File: src/rtl/knn_pio_bridge.sv
// knn_pio_bridge: decodes KNN PIO writes into training samples or queries and returns the predicted class
module knn_pio_bridge #(
  parameter int N_ATTR      = 4,
  parameter int W_VAL       = 16,
  parameter int MAX_SAMPLES = 64,
  parameter int AW          = 6
) (
  input  logic                    clk50,
  input  logic                    reset,
  input  logic                    knn_reset_out_export,
  input  logic                    knn_treinamento_out_export,
  input  logic [3:0]              knn_k_export,
  input  logic [7:0]              knn_dados_atributo_out_export,
  input  logic [W_VAL-1:0]        knn_dados_valor_out_export,
  input  logic                    knn_dados_pronto_out_export,
  output logic [15:0]             knn_classe_prevista_in_export,
  output logic                    knn_classe_prevista_pronto_in_export,
  output logic                    core_clear,
  output logic                    trn_wr_en,
  output logic [AW-1:0]           trn_wr_addr,
  output logic [N_ATTR*W_VAL-1:0] trn_wr_data,
  output logic [W_VAL-1:0]        trn_wr_label,
  output logic [AW:0]             sample_count,
  output logic                    qry_valid,
  input  logic                    qry_ready,
  output logic [N_ATTR*W_VAL-1:0] qry_data,
  output logic [3:0]              qry_k,
  output logic [AW:0]             qry_count,
  input  logic                    res_valid,
  input  logic [15:0]             res_class,
  output logic                    err_flag
);
  typedef enum logic [1:0] {IDLE, QUERY, WAIT_RES} state_t;
  localparam logic [7:0] NA = 8'(N_ATTR);
  localparam logic [AW:0] MAXC = (AW+1)'(MAX_SAMPLES);
  localparam int IW = (N_ATTR > 1) ? $clog2(N_ATTR) : 1;
  state_t state, state_nx;
  logic pronto_q, arm, soft_q, sc, ev, commit;
  logic [N_ATTR-1:0][W_VAL-1:0] vec;
  logic [W_VAL-1:0] label;
  logic [3:0] k_eff;
  logic [7:0] code;
  assign code = knn_dados_atributo_out_export;
  assign sc = knn_reset_out_export & ~soft_q;
  assign ev = knn_dados_pronto_out_export & ~pronto_q & arm & ~sc;
  assign commit = ev & (code == 8'hFF);
  assign k_eff = (knn_k_export == 4'd0) ? 4'd1 :
                 ((AW+1)'(knn_k_export) > sample_count) ? sample_count[3:0] : knn_k_export;
  always_ff @(posedge clk50)
    state <= reset ? IDLE : state_nx;
  always_comb
    state_nx = sc ? IDLE :
               (state == IDLE && commit && !knn_treinamento_out_export && sample_count != '0) ? QUERY :
               (state == QUERY && qry_ready) ? WAIT_RES :
               (state == WAIT_RES && res_valid) ? IDLE : state;
  always_ff @(posedge clk50) begin
    if (reset) begin
      pronto_q <= 1'b0;
      arm <= 1'b0;
      soft_q <= 1'b0;
      vec <= '0;
      label <= '0;
      sample_count <= '0;
      knn_classe_prevista_in_export <= '0;
      knn_classe_prevista_pronto_in_export <= 1'b0;
      core_clear <= 1'b0;
      trn_wr_en <= 1'b0;
      trn_wr_addr <= '0;
      trn_wr_data <= '0;
      trn_wr_label <= '0;
      qry_valid <= 1'b0;
      qry_data <= '0;
      qry_k <= '0;
      qry_count <= '0;
      err_flag <= 1'b0;
    end else begin
      pronto_q <= knn_dados_pronto_out_export;
      arm <= arm | ~knn_dados_pronto_out_export;
      soft_q <= knn_reset_out_export;
      core_clear <= sc;
      trn_wr_en <= 1'b0;
      if (sc) begin
        sample_count <= '0;
        vec <= '0;
        label <= '0;
        err_flag <= 1'b0;
        qry_valid <= 1'b0;
        knn_classe_prevista_pronto_in_export <= 1'b0;
      end else begin
        if (ev && code < NA) vec[code[IW-1:0]] <= knn_dados_valor_out_export;
        if (ev && code == 8'hFE) label <= knn_dados_valor_out_export;
        if (ev && code >= NA && code < 8'hFE) err_flag <= 1'b1;
        if (res_valid && state != WAIT_RES) err_flag <= 1'b1;
        if (state == QUERY && qry_ready) qry_valid <= 1'b0;
        if (state == WAIT_RES && res_valid) begin
          knn_classe_prevista_in_export <= res_class;
          knn_classe_prevista_pronto_in_export <= 1'b1;
        end
        if (commit) begin
          if (state != IDLE) err_flag <= 1'b1;
          else begin
            vec <= '0;
            if (knn_treinamento_out_export) begin
              label <= '0;
              if (sample_count == MAXC) err_flag <= 1'b1;
              else begin
                trn_wr_en <= 1'b1;
                trn_wr_addr <= sample_count[AW-1:0];
                trn_wr_data <= vec;
                trn_wr_label <= label;
                sample_count <= sample_count + (AW+1)'(1);
              end
            end else if (sample_count == '0) begin
              knn_classe_prevista_in_export <= 16'hFFFF;
              knn_classe_prevista_pronto_in_export <= 1'b1;
            end else begin
              qry_valid <= 1'b1;
              qry_data <= vec;
              qry_k <= k_eff;
              qry_count <= sample_count;
              knn_classe_prevista_pronto_in_export <= 1'b0;
            end
          end
        end
      end
    end
  end
endmodule

File: config.mk
export PLATFORM = sky130hd
export DESIGN_NAME = knn_pio_bridge
export DESIGN_NICKNAME = d
export VERILOG_FILES = /design/src/rtl/knn_pio_bridge.sv
export SDC_FILE = /design/constraint.sdc
export NUM_CORES = 1
export LEC_CHECK = 0
export CORE_MARGIN = 5
export CORE_UTILIZATION = 44
export CTS_CLUSTER_SIZE = 12
export DETAILED_ROUTE_END_ITERATION = 6
export GPL_TIMING_DRIVEN = 0
export PLACE_DENSITY = 0.72
export SLEW_MARGIN = 40
export SYNTH_ARGS = -nofsm -noshare
export SYNTH_HDL_FRONTEND = slang
export SYNTH_SLANG_ARGS = --single-unit
File: constraint.sdc
create_clock -name clk50 -period 6 [get_ports clk50]
set_clock_uncertainty 0.2 [all_clocks]
set_input_delay 0.6 -clock clk50 [delete_from_list [all_inputs] [get_ports clk50]]
set_output_delay 0.6 -clock clk50 [all_outputs]
set_load 0.03 [all_outputs]
-- Word-level counts from Yosys, hierarchy flattened
Cells that the tools add are included.
- multiplexer cells: 37
- eq/ne operators: 6
- add/sub/neg operators: 1
- bitwise operators: 15
- reduce and logical (&&, ||, !) cells: 25
- $lt $le $gt $ge: 6
- operators with widths (operator ; number):
    64-bit 2-to-1 mux ; 3
    16-bit 2-to-1 mux ; 10
    64-bit bitwise mux ; 1
    16-bit demux with 2-bit select ; 1
    1-bit 2-to-1 mux ; 18
    8-bit equality test, second input constant ; 2
    1-bit logical AND ; 11
    5-bit AND reduction ; 2
    1-bit inverter ; 9
    8-bit by 3-bit >= comparator with 1-bit output, second input constant ; 1
    8-bit by 3-bit less-than comparator with 1-bit output, second input constant ; 1
    8-bit less-than comparator, second input constant ; 1
    4-bit 2-to-1 mux ; 2
    7-bit by 1-bit adder with 7-bit output, second input constant ; 1
    7-bit equality test, second input constant ; 1
    4-bit by 7-bit > comparator with 1-bit output ; 1
    7-bit zero test ; 1
    7-bit nonzero test ; 1
    1-bit AND ; 5
    5-bit OR reduction ; 1
    4-bit zero test ; 1
    2-bit 2-to-1 mux ; 2
    4-bit AND reduction ; 1
    2-bit nonzero test ; 2
    11 further kinds ; 11
- logic and storage cells: 113
- bits in registers: 274
- input port bits: 51
- output and inout bits: 189

-- Longest topological paths before layout
Gate-level depths: netlist (run 1).
- depth after elaboration: 12
- gate-level depth with buffers: 10
- depth with buffers taken out: 7

-- Least setup slack after synthesis (run 1)
No wires, ideal clock.
- path kind: flip-flop to flip-flop
- from: register sample_count[0]
- to: register qry_data[27]
- path slack: 3590 ps
- stages on the path, launching flop included: 10
- arrival: 2078 ps
- path buffers: 2
- setup time: 132 ps
- data required time: 5668 ps
- clock period less this slack: 2410 ps
- path through: dfxtp_1 -> inv_1 -> ha_1 -> nor4b_2 -> nor3b_4 -> or4_1 -> buf_4 -> buf_4 -> nand2_1 -> a21oi_1
- cells in the longest elaborated chain, start to end: 3
- ends and longest elaborated chain (element ; line ; source):
    start: declaration ; 23 ; output logic [AW:0] sample_count,
    start signal: assignment ; 111 ; sample_count <= sample_count + (AW+1)'(1);
    7-bit zero test ; 113 ; end else if (sample_count == '0) begin
    1-bit inverter (no line) ; n/a ;
    5-bit AND reduction (no line) ; n/a ;
    end signal: assignment ; 118 ; qry_data <= vec;
    end: declaration ; 26 ; output logic [N_ATTR*W_VAL-1:0] qry_data,
No other way between the ends.
A chain may end at the register's enable or synchronous reset.

-- Worst setup path after layout (run 1)
- from: input knn_dados_pronto_out_export
- to: register qry_count[3]
- cells in the longest elaborated chain, start to end: 5
- ends and longest elaborated chain (element ; line ; source):
    start: declaration ; 15 ; input logic knn_dados_pronto_out_export,
    1-bit AND (3 in a row) ; 45 ; assign ev = knn_dados_pronto_out_export & ~pronto_q & arm & ~sc;
    1-bit AND ; 46 ; assign commit = ev & (code == 8'hFF);
    5-bit AND reduction (no line) ; n/a ;
    end signal: assignment ; 120 ; qry_count <= sample_count;
    end: declaration ; 28 ; output logic [AW:0] qry_count,
No other way between the ends.

==> impl_metrics.toml, run 1 <==
[run_status]
outcome = "completed"

[grt]
grt_pass1_vias = 8810
overflow = 0
track_usage_pct = 23.4
grt_max_degree = 14
antenna_found_initial = 0
grt_first_pass_wirelength_mm = 48.5

[timing]
fin_tns_setup_ns = 0
fin_crit_sh_pct = 47.5
fin_crit_ns = 2.85
max-slew-margin-rel_pct = 49.0
tightestPinTransition_ns = 0.759
worst_slack_ns = 3.15
setup_viol = 0
holdWs_ns = 0.199
final_max_slew_viol_count = 0
fmax_ghz = 0.351
rsz0062_at_grt = "false"
hold_violations = 0

[setup_path]
reg2regPathDepth = 9
end_kind = "flip-flop"
ff2ff_setup_slack_ns = 3.16
required_ns = 6.26
rr_startpoint = "sample_count[0]$_SDFFE_PP0P_"
start_kind = "primary input"
critical_path_class = "in2reg"
crit_start = "knn_dados_pronto_out_export"
arrival_ns = 3.11
path_max_fanout = 10

[die]
die_h_um = 160
fp.dieArea_sq_mm = 0.0255
io_pins = 240
initial_core_util_pct = 44.9
fp-row-count = 54
core_sq_mm = 0.0220
die_w_um = 160

[place]
place.gp.congestion = 0.813
io_buffer_count = 237
dpl.cell_count = 1692
dpl_worst_slack_ns = 2.55
placed_area_sq_mm = 0.0126
dpl.hpwl_mm = 22.8

[layout]
utilization_pct = 61.2
antenna_cells = 0
nets = 1500
layout_commonest_cell = "nand2_1"
final_cell_mix = "402 x nand2_1, 274 x dfxtp_1, 237 x clkdlybuf4s50_1, 201 x a21oi_1"
design_area_sq_mm = 0.0134
areaGrowthSynthToFinish_pct = 36.3
nFillCells = 1885
layoutNonFillerInstCount = 1738
layout-drive-gt1-share_pct = 4.60

[power]
power_frac_clock_pct = 45.5
power_frac_seq_pct = 51.2
ir_drop_uv = 192
sw_frac_of_total_pct = 21.1
power_density_mw_per_mm2 = 265
p_leak_nw = 4.74
internal-power_mw = 2.81
power.share.combinational_pct = 3.3
p_sw_mw = 0.750
power_mw = 3.56

[clock_network]
ctsLongestPathBuffers = 3
path_clk_slew_ns = 0.06
cts_tree = "yes"
clk_latency_ns = 0.53
cts_num_sinks = 274
root_buffer = "clkbuf_16"
post_cts_resized = 0
cts_setup_buffers = 0
numCtsBuffers = 28
cts_htree_levels = 1
cts_hold_buf = 0

[logic_synthesis]
avgSynthCellArea_sq_um = 8.39
synth-seq-cells = 274
synth_edf_count = 0
synth_cells = 1175
netlist-cell-type-count = 40
synth_warnings = 0
async_flop_share_pct = 0
syn-cell-area_sq_mm = 0.00986
synth-seq-area-share_pct = 55.7
synth_flop_cell = "dfxtp_1"
syn_nets = 1232

[route]
vias = 9031
drc = 0
drt-initial-drc-count = 648
wl_mm = 31.2
ant_nets = 0
routedWlPerCell_um = 17.9
via_per_inst = 5.20
first_pass_iters = 5

[flow_run]
cap_violations = 0

[min_path]
min_from = "reset"
hold_path.class = "in2reg"
hold_depth = 2
flip-flops by register name, indices dropped and copies added (netlist names):
signal	count
arm	1
core_clear	1
err_flag	1
knn_classe_prevista_in_export	16
knn_classe_prevista_pronto_in_export	1
label	16
pronto_q	1
qry_count	7
qry_data	64
qry_k	4
qry_valid	1
sample_count	7
soft_q	1
state	2
trn_wr_addr	6
trn_wr_data	64
trn_wr_en	1
trn_wr_label	16
vec	64
power groups by stage:
stage / Clock, mW / Sequential, mW / Combinational [mW]
6_report: 1.62 / 1.82 / 0.119
5_1_grt: 1.73 / 1.82 / 0.126
4_1_cts: 1.65 / 1.82 / 0.118
3_5_place_dp: 0 / 1.86 / 0.118
3_3_place_gp: 0 / 1.86 / 0.117
2_1_floorplan: 0 / 1.86 / 0.0429
kinds of logic (layout without fill, tap and decap cells):
kind of cell	Yosys count	in the layout	synth area share, %
AOI/OAI and AO/OA	231	231	12.4
muxes	52	52	5.28
adders and majority gates	6	6	0.762
and+or+nand+nor	517	517	21.7
buffers and inverters	92	375	4.00
xor gates and xnor gates	3	3	0.267
DFF	274	274	55.7
routing by layer:
layer  vias up  GRT usage [%]  wire length [um]  share of wire, %
li1       4402              -                 -                 -
met1      4264           31.1             13700                44
met2       311           39.2             14600                47
met3        54           4.56              2080               6.7
met4         0           6.23               791               2.5
met5         -              0                 0                 0
final timing paths:
check                                   end
setup / recovery  qry_count[3]$_SDFFE_PP0P_
hold / removal            soft_q$_SDFF_PP0_
setup reg to reg  qry_count[3]$_SDFFE_PP0P_
hold reg to reg       core_clear$_SDFF_PP0_
synth_stat cells, drive strengths merged, types with 2 or more instances:
| cell | number | share of area, % |
|---|---|---|
| dfxtp | 274 | 56 |
| and4 | 3 | 0.27 |
| o21ai | 6 | 0.30 |
| o32ai | 3 | 0.27 |
| inv | 13 | 0.50 |
| or3 | 2 | 0.13 |
| nand4 | 6 | 0.38 |
| nand2 | 402 | 15 |
| clkbuf | 56 | 2.1 |
| mux2i | 52 | 5.3 |
| or4 | 3 | 0.23 |
| ha | 6 | 0.76 |
| nand2b | 3 | 0.19 |
| nor2b | 5 | 0.32 |
| nand3 | 8 | 0.41 |
| a22oi | 16 | 1.2 |
| nand3b | 2 | 0.15 |
| nor3 | 6 | 0.41 |
| nor3b | 2 | 0.27 |
| xor2 | 2 | 0.18 |
| nor4 | 5 | 0.62 |
| buf | 23 | 1.4 |
| and3 | 5 | 0.32 |
| nor2 | 62 | 2.4 |
| a21oi | 201 | 10 |
worst max-delay path, cell delays in order:
cell	delay, ns
clkdlybuf4s50_1	0.50
and2b_1	0.16
nand4_1	0.31
nor4_4	0.51
buf_4	0.27
clkbuf_1	0.48
nand2_1	0.13
a21oi_1	0.15
area by class of cell:
| class | instances | area (sq um) | share of cell area, % |
|---|---|---|---|
| multi-input combinational | 809 | 3980 | 29.6 |
| clock inverter | 2 | 10.0 | 0.0745 |
| clock buffer | 43 | 838 | 6.24 |
| tap | 280 | 350 | 2.61 |
| timing repair buffer | 238 | 2380 | 17.7 |
| sequential | 274 | 5490 | 40.8 |
| inverter | 13 | 48.8 | 0.363 |
| buffer | 79 | 348 | 2.59 |
(Power assumes the default switching activity.)
==> run 2: changes to the inputs <==
--- a/config.mk
+++ b/config.mk
@@ -10,7 +10,7 @@
 export CTS_CLUSTER_SIZE = 12
 export DETAILED_ROUTE_END_ITERATION = 6
 export GPL_TIMING_DRIVEN = 0
-export PLACE_DENSITY = 0.72
+export PLACE_DENSITY = 0.75
 export SLEW_MARGIN = 40
 export SYNTH_ARGS = -nofsm -noshare
 export SYNTH_HDL_FRONTEND = slang
==> constraint.sdc (replaced) <==
create_clock -name clk50 -period 2.6 [get_ports clk50]
set_clock_uncertainty 0.2 [all_clocks]
set_input_delay 0.26 -clock clk50 [delete_from_list [all_inputs] [get_ports clk50]]
set_output_delay 0.26 -clock clk50 [all_outputs]
set_load 0.03 [all_outputs]
==> run 2 against run 1 <==
  * Total power grew 130%
  * Largest cell class unchanged
  * Critical path type is now reg2reg
  * Wire length is 1.1% lower
  * Worst setup slack got worse by 3.0 ns
  * Critical path depth grew 2
  * Non-clock buffer count grew 1
  * Hold slack got worse by 0.11 ns
  * Utilization is 0.32 points higher
  * Clock power is 130% higher
==> impl_metrics.toml, run 2 (synthesis results as in run 1) <==
[run_status]
outcome = "completed"

[place]
dpl.hpwl_mm = 22.6
io_buffer_count = 237
place.gp.congestion = 0.848

[clock_network]
path_clk_slew_ns = 0.06
root_buffer = "clkbuf_16"
ctsLongestPathBuffers = 3
cts_num_sinks = 274
cts_htree_levels = 1
cts_tree = "yes"
numCtsBuffers = 28
clk_latency_ns = 0.52

[layout]
layout_commonest_cell = "nand2_1"
utilization_pct = 61.5
layout-drive-gt1-share_pct = 5.76
final_cell_mix = "402 x nand2_1, 272 x dfxtp_1, 237 x clkdlybuf4s50_1, 201 x a21oi_1, 62 x nor2_1"
nets = 1501
areaGrowthSynthToFinish_pct = 37.0
antenna_cells = 0
nFillCells = 1914
reg_top3 = "qry_data (64), trn_wr_data (64), vec (64)"

[die]
fp-row-count = 54
initial_core_util_pct = 44.9
die_h_um = 160
fp.dieArea_sq_mm = 0.0255
core_sq_mm = 0.0220
io_pins = 240
die_w_um = 160

[flow_run]
cap_violations = 0

[grt]
antenna_found_initial = 0
grt_pass1_vias = 8627
track_usage_pct = 23.2
grt_first_pass_wirelength_mm = 47.9
overflow = 0
grt_max_degree = 14

[power]
power_frac_clock_pct = 45.9
p_sw_mw = 1.72
internal-power_mw = 6.56
sw_frac_of_total_pct = 20.8
p_leak_nw = 4.80
power_density_mw_per_mm2 = 613
power_mw = 8.28
ir_drop_uv = 430
power_frac_seq_pct = 50.8
power.share.combinational_pct = 3.3

[route]
routedWlPerCell_um = 17.7
ant_nets = 0
drc = 0
drt-initial-drc-count = 689
wl_mm = 30.9
first_pass_iters = 5
via_per_inst = 5.17
vias = 8990

[timing]
max-slew-margin-rel_pct = 42.6
fin_crit_ns = 2.42
hold_violations = 0
fmax_ghz = 0.414
setup_viol = 0
final_max_slew_viol_count = 0
tightestPinTransition_ns = 0.861
fin_crit_sh_pct = 93.0

[setup_path]
critical_path_class = "reg2reg"
start_kind = "flip-flop"
end_kind = "flip-flop"
path_max_fanout = 11
reg2regPathDepth = 10
crit_start = "sample_count[0]$_SDFFE_PP0P_"
arrival_ns = 2.66
rr_startpoint = "sample_count[0]$_SDFFE_PP0P_"
required_ns = 2.84

[min_path]
hold_depth = 4
hold_path.class = "in2reg"
min_from = "knn_treinamento_out_export"
## run 2: changes by cell type in the layout (fill, tap and decap cells not counted), moves of 2 or more
cell	previous run	this run
clkbuf_2	2	14
buf_1	2	0
dfxtp_2	0	2
dfxtp_1	274	272
clkbuf_1	62	50
## run 2: timing repair
action / CTS / global route
setup buffers: 3 / 0
gates resized for setup: 5 / 21
hold buffers: 1 / 0
setup endpoints to repair: 86 / 144
hold endpoints to repair: 2 / 0
pin swaps: 1 / 0
## run 2: area by class of cell
type                            count  area [sq um]  share of cell area, %
Sequential cell                   274          5490                   40.6
Multi-Input combinational cell    809          3980                   29.5
Timing Repair Buffer              241          2420                   17.9
Clock buffer                       43           828                   6.13
Buffer                             77           359                   2.66
Tap cell                          280           350                   2.59
Inverter                           13          48.8                  0.361
Clock inverter                      2          35.0                  0.259
## run 2: metal layers
layer / vias to the layer above / GRT usage, % / routed length, um
met5: - / 0 / 0
met4: 0 / 5.21 / 638
met3: 43 / 4.18 / 2140
met2: 319 / 38.8 / 14600
met1: 4228 / 31.5 / 13500
li1: 4400 / - / -
## run 2: path summary, 6_finish.rpt
path | to | slack, ns
max | qry_data[33]$_SDFFE_PP0P_ | 0.18
min | sample_count[5]$_SDFFE_PP0P_ | 0.09
max reg2reg | qry_data[33]$_SDFFE_PP0P_ | 0.18
min reg2reg | core_clear$_SDFF_PP0_ | 0.23
## run 2: stage by stage
stage | setup WS, ns | hold slack, ns | cell area, sq um | setup TNS [ns] | std cells
floorplan | 0.190 | 0.152 | 9860 | 0 | 1175
global placement | -0.494 | 0.224 | 12600 | -40.97 | 1692
detailed placement | -0.524 | 0.234 | 12600 | -49.72 | 1692
CTS | 0.0190 | 0.0697 | 13500 | 0 | 1740
global route | -0.00234 | 0.147 | 13500 | -0.00521 | 1739
finish | 0.183 | 0.0922 | 13500 | 0 | 1739
## run 2: worst max-delay path, cell delays in order, from the launching register on
cell     delay [ns]
dfxtp_2        0.43
inv_1          0.07
ha_1           0.18
nor4b_2        0.16
nor3b_4        0.19
nor4_4         0.28
buf_4          0.21
buf_12         0.14
buf_2          0.22
nand2_1        0.09
a21oi_1        0.16
## run 2: power by group through the flow
| stage | Clock [mW] | Sequential [mW] | Combinational [mW] |
|---|---|---|---|
| global placement | 0 | 4.30 | 0.268 |
| floorplan | 0 | 4.30 | 0.0990 |
| CTS | 3.87 | 4.21 | 0.273 |
| detailed placement | 0 | 4.30 | 0.270 |
| global route | 4.07 | 4.20 | 0.291 |
| finish | 3.80 | 4.21 | 0.274 |
==> run 3: changes to the inputs <==
--- a/config.mk
+++ b/config.mk
@@ -11,6 +11,7 @@
 export DETAILED_ROUTE_END_ITERATION = 6
 export GPL_TIMING_DRIVEN = 0
 export PLACE_DENSITY = 0.75
+export RECOVER_POWER = 25
 export SLEW_MARGIN = 40
 export SYNTH_ARGS = -nofsm -noshare
 export SYNTH_HDL_FRONTEND = slang
==> run 3 against run 2 <==
  * Fmax barely moved
  * Utilization about the same
  * First-iteration DRC count is 2.3% higher
  * Wire length down 0.18%
  * Register-to-register slack about the same
  * Critical path depth is the same
==> impl_metrics.toml, run 3 (synthesis results as in run 1) <==
[setup_path]
end_kind = "flip-flop"
path_depth = 10
ff2ff_setup_slack_ns = 0.18
start_kind = "flip-flop"
worst_path_largest_cell_delay_ns = 0.44
path_buf_inv = 4
required_ns = 2.84
worstReg2RegEnd = "qry_data[33]$_SDFFE_PP0P_"
path_max_fanout = 11
crit_slowest_cell = "dfxtp_2"
critical_path_class = "reg2reg"
cp_top_family = "simple AND/OR/NAND/NOR gates"
reg2regPathDepth = 10
arrival_ns = 2.66
rr_startpoint = "sample_count[0]$_SDFFE_PP0P_"
crit_chain = "inv_1 > ha_1 > nor4b_2 > nor3b_4 > nor4_4 > buf_4 > buf_12 > buf_2 > nand2_1 > a21oi_1"

[layout]
nFillCells = 1915
layout_commonest_cell = "nand2_1"
design_area_sq_mm = 0.0135
antenna_cells = 0
final_cell_mix = "402 x nand2_1, 272 x dfxtp_1, 201 x a21oi_1, 130 x clkdlybuf4s50_1, 108 x dlygate4sd3_1"
areaGrowthSynthToFinish_pct = 37.0
nets = 1501
multi_input_area_sq_mm = 0.00398
layoutNonFillerInstCount = 1739
seq_area_sq_mm = 0.00549
reg_top3 = "qry_data (64), trn_wr_data (64), vec (64)"
layout-drive-gt1-share_pct = 5.69

[grt]
overflow = 0
track_usage_pct = 23.2
grt_max_degree = 14
grt_first_pass_wirelength_mm = 47.9
antenna_found_initial = 0
grt_pass1_vias = 8627

[timing]
fmax_ghz = 0.414
fin_crit_sh_pct = 93.0
max-slew-margin-rel_pct = 38.5
holdWs_ns = 0.0908
hold_violations = 0
tightestPinTransition_ns = 0.922
fin_crit_ns = 2.42
setup_viol = 0
final_max_slew_viol_count = 0

[min_path]
hold_path.class = "in2reg"
min_from = "knn_treinamento_out_export"
hold_depth = 4
min_to = "sample_count[5]$_SDFFE_PP0P_"

[clock_network]
clk_latency_ns = 0.52
cts_htree_levels = 1
numCtsBuffers = 28
path_clk_slew_ns = 0.06
ctsLongestPathBuffers = 3
cts_tree = "yes"
cts_num_sinks = 274
root_buffer = "clkbuf_16"

[route]
ant_nets = 0
routedWlPerCell_um = 17.7
via_per_inst = 5.14
drt-initial-drc-count = 705
vias = 8934
drc = 0
first_pass_iters = 6
wl_mm = 30.8

[die]
fp-row-count = 54
io_pins = 240
core_sq_mm = 0.0220
fp.dieArea_sq_mm = 0.0255
die_h_um = 160
die_w_um = 160
initial_core_util_pct = 44.9

[place]
dpl.hpwl_mm = 22.6
dpl.cell_count = 1692
placed_area_sq_mm = 0.0126
place.gp.congestion = 0.848
io_buffer_count = 237

[power]
p_leak_nw = 5.18
ir_drop_uv = 429
power_mw = 8.28
power_density_mw_per_mm2 = 613

[flow_run]
cap_violations = 0

[run_status]
outcome = "completed"
run 3: cell types whose count changed in the layout (fill, tap and decap cells not counted):
cell,previous run,this run
clkbuf_2,14,13
clkbuf_1,50,51
dlygate4sd3_1,1,108
clkdlybuf4s50_1,237,130
run 3: what timing repair did:
item	CTS	global route
pin swaps	1	0
hold buffers	1	0
buffers inserted	3	0
endpoints found under the hold margin	2	0
gates resized for setup	5	21
endpoints found under the setup margin	86	144
run 3: worst max-delay path by stage:
stage	startpoint	endpoint
after floorplan	sample_count[0]$_SDFFE_PP0P_	qry_data[27]$_SDFFE_PP0P_
after global placement	knn_dados_pronto_out_export	qry_data[0]$_SDFFE_PP0P_
after detailed placement	knn_dados_pronto_out_export	qry_data[0]$_SDFFE_PP0P_
after CTS	sample_count[1]$_SDFFE_PP0P_	trn_wr_data[3]$_SDFFE_PP0P_
after global routing	soft_q$_SDFF_PP0_	vec[61]$_SDFF_PP0_
final	sample_count[0]$_SDFFE_PP0P_	qry_data[33]$_SDFFE_PP0P_
run 3: routing by layer:
layer	part of all wire, %	wire [um]	up-vias	global-route usage (%)
met2	47	14500	324	38.8
met4	2.0	616	0	5.21
li1	-	-	4405	-
met3	6.8	2100	40	4.18
met5	0	0	-	0
met1	44	13600	4165	31.5
run 3: worst register-to-register path, cell delays in order (launching register included):
cell and delay [ns]:
dfxtp_2 0.44, inv_1 0.07, ha_1 0.18, nor4b_2 0.16, nor3b_4 0.19, nor4_4 0.28, buf_4 0.21, buf_12 0.14
buf_2 0.22, nand2_1 0.09, a21oi_1 0.16
run 3: where the power goes:
group,switching [mW],internal [mW]
registers,0.00232,4.20
clock network,1.54,2.26
logic,0.176,0.0979
run 3: area by class of cell:
type	count	share of cell area, %
tap	280	2.59
clock buffer	43	6.13
timing repair buffer	241	17.9
inverter	13	0.361
clock inverter	2	0.259
sequential	274	40.6
multi-input combinational	809	29.5
buffer	77	2.65
run 3: per-stage QoR:
stage	TNS (ns)	setup slack (ns)	utilization, %
2_1_floorplan	0	0.190	-
3_3_place_gp	-40.97	-0.494	57.3
3_5_place_dp	-49.72	-0.524	57.3
4_1_cts	0	0.0190	61.4
5_1_grt	-0.00521	-0.00234	61.5
6_report	0	0.182	61.5
